## config.mk

```make
export PLATFORM = sky130hd
export DESIGN_NAME = tinytester_vecseq
export DESIGN_NICKNAME = d
export VERILOG_FILES = /design/src/rtl/tinytester_pkg.sv /design/src/rtl/tt_sync_fifo.sv /design/src/rtl/tinytester_vecseq.sv
export SDC_FILE = /design/constraint.sdc
export NUM_CORES = 1
export LEC_CHECK = 0
export CAP_MARGIN = 20
export CORE_MARGIN = 2
export CORE_UTILIZATION = 30
export DETAILED_ROUTE_END_ITERATION = 16
export GPL_ROUTABILITY_DRIVEN = 0
export GPL_TIMING_DRIVEN = 0
export PLACE_DENSITY = 0.52
export REMOVE_ABC_BUFFERS = 1
export SETUP_SLACK_MARGIN = 0.1
export SLEW_MARGIN = 20
export SYNTH_ARGS = -nofsm -noshare
export SYNTH_HDL_FRONTEND = slang
export SYNTH_SLANG_ARGS = --single-unit
```

## constraint.sdc

```tcl
create_clock -name clk -period 6.35 [get_ports clk]
set_input_delay 1.27 -clock clk [delete_from_list [all_inputs] [get_ports clk]]
set_output_delay 1.27 -clock clk [all_outputs]
set_load 0.1 [all_outputs]
```

## src/rtl/tinytester_pkg.sv

```systemverilog
// rtl/tinytester_pkg.sv - shared constants and FSM encoding for the tinytester vector sequencer
package tinytester_pkg;

  localparam logic [6:0] SEQ_IDLE    = 7'h20;
  localparam logic [6:0] SEQ_WAIT    = 7'h10;
  localparam int         VEC_DEPTH   = 8;
  localparam int         RES_DEPTH   = 8;
  localparam logic [7:0] TIMEOUT_MAX = 8'd255;

  typedef enum logic [1:0] {
    S_IDLE,
    S_ARM,
    S_WAITSEQ,
    S_DRAIN
  } state_t;

endpackage

```

## src/rtl/tt_sync_fifo.sv

```systemverilog
// rtl/tt_sync_fifo.sv - single-clock first-word-fall-through FIFO with count/full/empty
module tt_sync_fifo #(
  parameter int WIDTH = 32,
  parameter int DEPTH = 8
) (
  input  logic                       clk,
  input  logic                       rst_n,
  input  logic                       wr_en,
  input  logic [WIDTH-1:0]           wr_data,
  input  logic                       rd_en,
  output logic [WIDTH-1:0]           rd_data,
  output logic [$clog2(DEPTH+1)-1:0] count,
  output logic                       full,
  output logic                       empty
);

  localparam int AW = $clog2(DEPTH);
  localparam int CW = $clog2(DEPTH+1);

  logic [WIDTH-1:0] mem [DEPTH];
  logic [AW-1:0]    wr_ptr;
  logic [AW-1:0]    rd_ptr;
  logic             do_wr;
  logic             do_rd;

  function automatic logic [AW-1:0] ptr_inc(input logic [AW-1:0] p);
    return (p == AW'(DEPTH-1)) ? '0 : p + 1'b1;
  endfunction

  assign empty = (count == '0);
  assign full  = (count == CW'(DEPTH));
  // a push into a full FIFO is still accepted when the head leaves in the same cycle
  assign do_rd = rd_en & ~empty;
  assign do_wr = wr_en & (~full | do_rd);
  assign rd_data = empty ? '0 : mem[rd_ptr];

  always_ff @(posedge clk) begin
    if (do_wr) mem[wr_ptr] <= wr_data;
  end

  always_ff @(posedge clk or negedge rst_n) begin
    if (!rst_n) begin
      wr_ptr <= '0;
      rd_ptr <= '0;
      count  <= '0;
    end else begin
      if (do_wr) wr_ptr <= ptr_inc(wr_ptr);
      if (do_rd) rd_ptr <= ptr_inc(rd_ptr);
      count <= count + CW'(do_wr) - CW'(do_rd);
    end
  end

endmodule

```

## src/rtl/tinytester_vecseq.sv

```systemverilog
// rtl/tinytester_vecseq.sv - feeds queued pad vectors to a tinytester and collects its results
module tinytester_vecseq
  import tinytester_pkg::*;
(
  input  logic        clk,
  input  logic        rst_n,
  input  logic        vec_wr_i,
  input  logic [31:0] vec_dout_i,
  input  logic [31:0] vec_oe_i,
  output logic        vec_full_o,
  output logic [3:0]  vec_count_o,
  input  logic        run_i,
  input  logic        clr_i,
  output logic [31:0] tt_control_o,
  output logic [31:0] tt_dataout_o,
  output logic [31:0] tt_oe_o,
  input  logic [6:0]  tt_seq_state_i,
  input  logic [31:0] tt_datain_i,
  input  logic        res_rd_i,
  output logic [31:0] res_data_o,
  output logic        res_empty_o,
  output logic        busy_o,
  output logic [1:0]  err_o
);

  state_t      state, state_nxt;
  logic [63:0] vec_head;
  logic        vec_empty;
  logic        vec_pop;
  logic        vec_drop;
  logic        res_full;
  logic [3:0]  res_count;
  logic        res_push;
  logic        start_q;
  logic [31:0] dout_q;
  logic [31:0] oe_q;
  logic [7:0]  to_cnt;
  logic [1:0]  err_q;
  logic        start_set, start_clr, to_clr, to_inc, to_err;

  tt_sync_fifo #(.WIDTH(64), .DEPTH(VEC_DEPTH)) u_vec_fifo (
    .clk     (clk),
    .rst_n   (rst_n),
    .wr_en   (vec_wr_i),
    .wr_data ({vec_oe_i, vec_dout_i}),
    .rd_en   (vec_pop),
    .rd_data (vec_head),
    .count   (vec_count_o),
    .full    (vec_full_o),
    .empty   (vec_empty)
  );

  tt_sync_fifo #(.WIDTH(32), .DEPTH(RES_DEPTH)) u_res_fifo (
    .clk     (clk),
    .rst_n   (rst_n),
    .wr_en   (res_push),
    .wr_data (tt_datain_i),
    .rd_en   (res_rd_i),
    .rd_data (res_data_o),
    .count   (res_count),
    .full    (res_full),
    .empty   (res_empty_o)
  );

  always_ff @(posedge clk or negedge rst_n) begin
    if (!rst_n) state <= S_IDLE;
    else        state <= state_nxt;
  end

  always_comb begin
    state_nxt = state;
    vec_pop   = 1'b0;
    res_push  = 1'b0;
    start_set = 1'b0;
    start_clr = 1'b0;
    to_clr    = 1'b0;
    to_inc    = 1'b0;
    to_err    = 1'b0;
    case (state)
      S_IDLE: begin
        // only one vector is ever in flight, so a free result slot here guarantees room at capture
        if (run_i && !vec_empty && !res_full) begin
          state_nxt = S_ARM;
          vec_pop   = 1'b1;
        end
      end
      S_ARM: begin
        state_nxt = S_WAITSEQ;
        start_set = 1'b1;
        to_clr    = 1'b1;
      end
      S_WAITSEQ: begin
        if (tt_seq_state_i == SEQ_WAIT) begin
          state_nxt = S_DRAIN;
          res_push  = (res_count != 4'(RES_DEPTH));
          start_clr = 1'b1;
        end else if (to_cnt == TIMEOUT_MAX - 8'd1) begin
          state_nxt = S_DRAIN;
          start_clr = 1'b1;
          to_inc    = 1'b1;
          to_err    = 1'b1;
        end else begin
          to_inc = 1'b1;
        end
      end
      S_DRAIN: begin
        if (tt_seq_state_i == SEQ_IDLE) state_nxt = S_IDLE;
      end
      default: state_nxt = S_IDLE;
    endcase
  end

  assign vec_drop = vec_wr_i & vec_full_o & ~vec_pop;

  always_ff @(posedge clk or negedge rst_n) begin
    if (!rst_n) begin
      start_q <= 1'b0;
      dout_q  <= '0;
      oe_q    <= '0;
      to_cnt  <= '0;
      err_q   <= '0;
    end else begin
      if (vec_pop) {oe_q, dout_q} <= vec_head;
      if (start_set)      start_q <= 1'b1;
      else if (start_clr) start_q <= 1'b0;
      if (to_clr)         to_cnt <= '0;
      else if (to_inc)    to_cnt <= to_cnt + 8'd1;
      // a new error event in the clearing cycle survives the clear
      err_q <= (clr_i ? 2'b00 : err_q) | {to_err, vec_drop};
    end
  end

  assign tt_control_o = {31'b0, start_q};
  assign tt_dataout_o = dout_q;
  assign tt_oe_o      = oe_q;
  assign busy_o       = (state != S_IDLE);
  assign err_o        = err_q;

endmodule

```

# Word-level counts from Yosys, hierarchy flattened
# Memories as Yosys holds them, arrays and structs flattened. A register that Yosys moved wholly into a read port is not among the register bits.
# Index checks and enable logic that the tools add are counted.
[word_totals]
ff_bits = 33
latchBits = 0
ramBits = 768
romBits = 0
inputBits = 109
out_inout_bits = 137
wordCells = 94
memories = 2
[classes]
n_addsub = 9
mul = 0
div = 0
magnitude_cmp = 0
n_eq_ne = 16
shifts = 0
n_mux = 31
bitwise_logic = 14
reduce_logical = 12
[mem_list]
columns = ["name", "depth", "width", "rd", "rd_clocked_by_memory_dff", "write_ports", "line_no", "source"]
rows = [
  ["u_vec_fifo.mem", 8, 64, 1, 1, 1, "tt_sync_fifo.sv:20", "logic [WIDTH-1:0] mem [DEPTH];"],
  ["u_res_fifo.mem", 8, 32, 1, 0, 1, "tt_sync_fifo.sv:20", ""],
]
[op_table]
columns = ["op", "n"]
rows = [
  ["$mux 32", 1],
  ["$mux 1", 18],
  ["$mux 8", 2],
  ["$add 3x1->3 const B", 4],
  ["$eq 3x3->1 const B", 4],
  ["$mux 3", 4],
  ["$mux 2", 5],
  ["$add 4x1->4", 2],
  ["$add 8x1->8 const B", 1],
  ["$eq 4x4->1 const B", 2],
  ["$eq 8x8->1 const B", 1],
  ["$logic_not 4->1", 2],
  ["$pmux 2 s4", 1],
  ["$sub 4x1->4", 2],
  ["$eq 7x5->1 const B", 1],
  ["$eq 7x6->1 const B", 1],
  ["$and 1x1->1", 6],
  ["$reduce_bool 2->1", 3],
  ["$not 1->1", 5],
  ["$eq 2x2->1 const B", 2],
  ["$ne 2x2->1 const B", 2],
  ["$ne 4x4->1 const B", 1],
  ["$logic_not 1->1", 3],
  ["$ne 3x3->1 const B", 1],
  ["other kinds (6)", 8],
]

# Depth between registers and ports, before layout
[depth]
word_depth = 11
depth_mapped = 13
ltp_nobuf = 11

# Modules after synthesis
# From an unflattened synthesis, not the netlist that was laid out.
[hier_totals]
cells_unflattened = 1492
area_unflattened_um2 = 33323.2
[by_module_without_submodules]
columns = ["module", "instances", "cells_per_inst", "area_per_inst_um2", "seq_area_each_um2"]
rows = [
  ["tt_sync_fifo at u_vec_fifo", 1, 809, 19711.4, 15625.0],
  ["tt_sync_fifo at u_res_fifo", 1, 436, 10224.8, 7937.6],
  ["tinytester_vecseq", 1, 247, 3387.0, 1926.8],
]

# Least setup slack after synthesis
# Ideal clock, no wire load.
[synth_timing]
path_kind = "flip-flop to flip-flop"
start = "register u_vec_fifo.count[2]"
end = "memory u_vec_fifo.mem[1][0], enable pin"
setup_ns = 0.565
arrival_ns = 6.437
t_required_ns = 5.785
setup_slack_ns = -0.651
path_stages_with_launch = 8
n_path_buf = 1
period_less_slack_ns = 7.001
path_cell_list = "dfrtp_1 > inv_1 > ha_1 > or3b_1 > and4_1 > clkbuf_1 > o211ai_1 > nor3_1"
[synth_between]
elab_chain_cells = 11
elab_cells_between_ends = 14
cone_classes = "eq/ne (1); mux (4); bitwise (5); reduce/logical (4)"
[synth_rtl]
columns = ["element", "line_no", "source"]
rows = [
  ["start: declaration", "tt_sync_fifo.sv:12", "output logic [$clog2(DEPTH+1)-1:0] count,"],
  ["start signal: assignment", "tt_sync_fifo.sv:49", "count <= count + CW'(do_wr) - CW'(do_rd);"],
  ["$logic_not 4->1", "tt_sync_fifo.sv:30", "assign empty = (count == '0);"],
  ["$logic_not 1->1", "tinytester_vecseq.sv:82", "if (run_i && !vec_empty && !res_full) begin"],
  ["$logic_and 1x1->1 (2 in a row)", "tinytester_vecseq.sv:82", ""],
  ["$mux 1", "tinytester_vecseq.sv:82", ""],
  ["$mux 1", "tinytester_vecseq.sv:79", "case (state)"],
  ["$and 1x1->1", "tt_sync_fifo.sv:33", "assign do_rd = rd_en & ~empty;"],
  ["$or 1x1->1 (*)", "tt_sync_fifo.sv:34", "assign do_wr = wr_en & (~full | do_rd);"],
  ["$and 1x1->1 (*)", "tt_sync_fifo.sv:34", ""],
  ["$mux 1 (*)", "tt_sync_fifo.sv:38", "if (do_wr) mem[wr_ptr] <= wr_data;"],
  ["$mux 1 (implied by the code) (*)", "tt_sync_fifo.sv:38", ""],
  ["end: declaration", "tt_sync_fifo.sv:20", ""],
]
# Mark *: on every way between the ends. The rest lies on a longest branch, timed or not.

# Worst setup path in the final report
[layout_timing]
start = "register u_res_fifo.rd_ptr[0]"
end = "output port res_data_o[30]"
[layout_between]
elab_chain_cells = 2
[layout_rtl]
columns = ["element", "line_no", "source"]
rows = [
  ["start: declaration", "tt_sync_fifo.sv:22", "logic [AW-1:0] rd_ptr;"],
  ["start signal: assignment", "tt_sync_fifo.sv:48", "if (do_rd) rd_ptr <= ptr_inc(rd_ptr);"],
  ["$mem_v2 8x32", "n/a", ""],
  ["$mux 32", "tt_sync_fifo.sv:35", "assign rd_data = empty ? '0 : mem[rd_ptr];"],
  ["end: declaration", "tinytester_vecseq.sv:20", "output logic [31:0] res_data_o,"],
]
# No other way between the ends.

==> metrics.md <==
| Metric | Value |
|---|---|
| Status | finished clean |
| PD cells | 505 mW/mm² |
| Syn Std Cell Area | 0.0332 mm² |
| Clock latency on the worst-skew pair | approximately 0.67 ns |
| Post-DRT Antenna Nets | 0 |
| Count of final setup violators | 0 |
| Initial Utilization | 30.2% |
| Post-synthesis sequential area ratio | 76.7% |
| Cell count after synthesis | 1593 |
| Routed WL | 74.6 mm |
| Root Driver | clkbuf_16 |
| # resized after CTS | 0 |
| Final Max Slew Viols | 0 |
| Max Fanout on Critical Path | 34 |
| Number of H-tree levels | 3 |
| Largest area contributor in the netlist | edfxtp_1 |
| PnR worst setup slack | 1.36 ns |
| FFs w/ async S/R, synth | 11.2% |
| Worst-path clk slew | approximately 0.06 ns |
| Critical Path RT | 5.08 ns |
| Avg Inst Size Synth | 20.9 µm² |
| Die Span X | 337 µm |
| Final worst path period need | 4.99 ns |
| Worst Tran Pin Value | about 1.2 ns |
| Vias/cell | 4.54 |
| Placement Cell Area | slightly below 0.04 mm² |
| GR Util All Layers | 13.3% |
| Setup TNS | 0 ns |
| Antenna violations before repair | 10 |
| Worst setup path category | flop to output port |
| I/O Pins | 246 |
| Relative slew margins | 22.5% |
| Routed wire length per instance | 21.4 µm |
| Row Count | 122 |
| Place WS | 1.46 ns |
| Max clock buf depth | 3 |
| Share of the synthesized area in the top cell type | between 60% and 70% |
| Share of layout cells above drive strength 1 | 22.4% |
| Die Y | 337 µm |
| VDD IR max | 452 µV |
| Top post-synthesis cells by count | edfxtp_1 (768), mux4_2 (192), nor2_1 (116) |
| Largest net degree at the start of global routing | 53 |
| Crit path arrival time | about 3.7 ns |
| Leak | 0.0140 µW |
| Yosys warns | 0 |
| Most used DFF post-synth | edfxtp_1 |
| Most numerous cell in the Yosys netlist | edfxtp_1 |
| Residual DRC | 0 |
| Post-DP HPWL | 48.4 mm |
| Final net count | 2050 |
| Crit. End Element | output port |
| Post-synth EDFFs | 768 |
| Total number of vias | 15822 |
| Grt ovf | 0 |
| RSZ-0062 raised after global routing | no |
| Setup bufs post-CTS | 0 |
| Final worst path period share | 78.6% |
| Core Area | 0.110 mm² |
| CP Launch Type | flop |
| Yosys reg bits | 865 |
| Synth cell types | 48 |
| Largest cells by area after synthesis | edfxtp_1 (69%), mux4_2 (13%), dfrtp_1 (7.3%) |
| CTS buffer count | 96 |
| Fmax | 200 MHz |
| First-pass detailed-route iteration total | 4 |
| Final instance area | approximately 0.042 mm² |
| Port buffer count | 214 |
| Maxcap violations | 0 |
| Hold Path Class | flop to flop |
| P&R area growth vs syn | 25.4% |
| Hold_buf cts | 0 |
| DRT iter0 DRCs | 870 |
| Die ar. | 0.113 mm² |
| Vias in the first global route | 17152 |
| TritonCTS Sinks | ~870 |
| Fillers | between 10000 and 15000 |
| Endpoints failing hold | 0 |
| CTS tree | built |
| Skew final | 0.0259 ns |
| First-pass GRT wire length | 111 mm |
[placed cells by master (no fill, tap or decap), types with 5 or more instances in the layout]
| cell type | instances |
|---|---|
| nand2_1 | 15 |
| conb_1 | 31 |
| clkbuf_16 | 97 |
| nor2_4 | 12 |
| nor2_1 | 104 |
| a21o_1 | 5 |
| clkbuf_8 | 9 |
| nand2b_1 | 8 |
| buf_16 | 35 |
| dfrtp_1 | 92 |
| clkdlybuf4s50_1 | 211 |
| bufinv_16 | 6 |
| xor2_1 | 6 |
| a21oi_1 | 69 |
| clkbuf_1 | 34 |
| buf_12 | 15 |
| clkinv_1 | 14 |
| clkinv_2 | 9 |
| mux4_2 | 192 |
| buf_8 | 7 |
| buf_4 | 24 |
| mux2i_1 | 97 |
| inv_6 | 5 |
| ha_1 | 27 |
| o21ai_0 | 8 |
| dfrtp_4 | 5 |
| edfxtp_1 | 768 |
| inv_1 | 24 |
[metrics by stage]
step | power (µW) | instances | utilization [%] | hold WS [ns]
after global routing | 22000 | 3484 | 37.8 | 0.503
after detailed placement | 15900 | 3302 | 35.0 | 0.469
final | 21100 | 3485 | 37.8 | 0.482
after floorplan | 13700 | 1516 | - | 0.492
after CTS | 21400 | 3484 | 37.8 | 0.483
after global placement | 16000 | 3218 | 33.4 | 0.469
[cells by family (layout without fill, tap and decap cells)]
logic type                 Yosys count  in the layout  synth area share (%)
DFF                                865            865                  76.7
muxes                              294            294                  16.1
and+or+nand+nor                    170            170                  2.35
buffers and inverters              133            506                  1.95
AOI/OAI and AO/OA                   93             93                  1.53
adders and majority gates           29             29                  1.14
xor gates and xnor gates             8              8                 0.211
other                                1             32                0.0113
[state kept, by name (all words and copies together), names as in the netlist]
signal             cells
to_cnt                 8
u_vec_fifo.mem       512
u_vec_fifo.count       4
state                  2
u_res_fifo.rd_ptr      3
u_res_fifo.mem       256
u_vec_fifo.wr_ptr      3
tt_dataout_o          32
u_res_fifo.wr_ptr      3
err_o                  2
u_vec_fifo.rd_ptr      3
tt_oe_o               32
start_q                1
u_res_fifo.count       4
[final cells by class]
class / count / area [µm²] / share of cell area, %
inverter: 26 / 108 / 0.258
timing repair buffer: 298 / 3720 / 8.92
sequential: 865 / 25500 / 61.2
clock inverter: 42 / 465 / 1.12
multi-input combinational: 625 / 7330 / 17.6
antenna: 1 / 2.50 / 0.00601
tap: 1488 / 1860 / 4.47
clock buffer: 140 / 2680 / 6.43
[where the power goes]
| group | switching (µW) | internal (µW) | leakage [µW] |
|---|---|---|---|
| combinational | 5330 | 2810 | 0.00440 |
| sequential | 449 | 7020 | 0.00806 |
| clock | 2260 | 3190 | 0.00151 |
[per-layer routing]
layer	vias to the layer above	wire length [µm]	global-route usage, %
met3	133	4220	3.62
li1	7022	-	-
met1	8335	30400	16.0
met4	14	1700	3.90
met5	-	82	0
met2	318	38200	23.1
[final timing paths]
kind                                                   end  slack [ns]                              from  depth (start not counted)
min                                    start_q$_DFFE_PN0P_        0.48               start_q$_DFFE_PN0P_                          1
max reg2reg                u_vec_fifo.mem[1][33]$_DFFE_PP_        2.45     u_res_fifo.count[2]$_DFF_PN0_                         11
max                                         res_data_o[30]        1.36  u_res_fifo.rd_ptr[0]$_DFFE_PN0P_                          5
max in group asynchronous            to_cnt[1]$_DFFE_PN0P_        5.08                             rst_n                          2
min reg2reg                            start_q$_DFFE_PN0P_        0.48               start_q$_DFFE_PN0P_                          1
min in group asynchronous      tt_dataout_o[6]$_DFFE_PN0P_        0.52                             rst_n                          1
[critical path, cell delays in order, from the launching register on]
cell and delay (ns):
dfrtp_4 0.88, buf_16 0.32, mux4_2 0.56, mux2i_1 0.15, nor2_1 0.09, clkdlybuf4s50_1 0.98
Note: power is estimated with default switching activity, not from simulation.
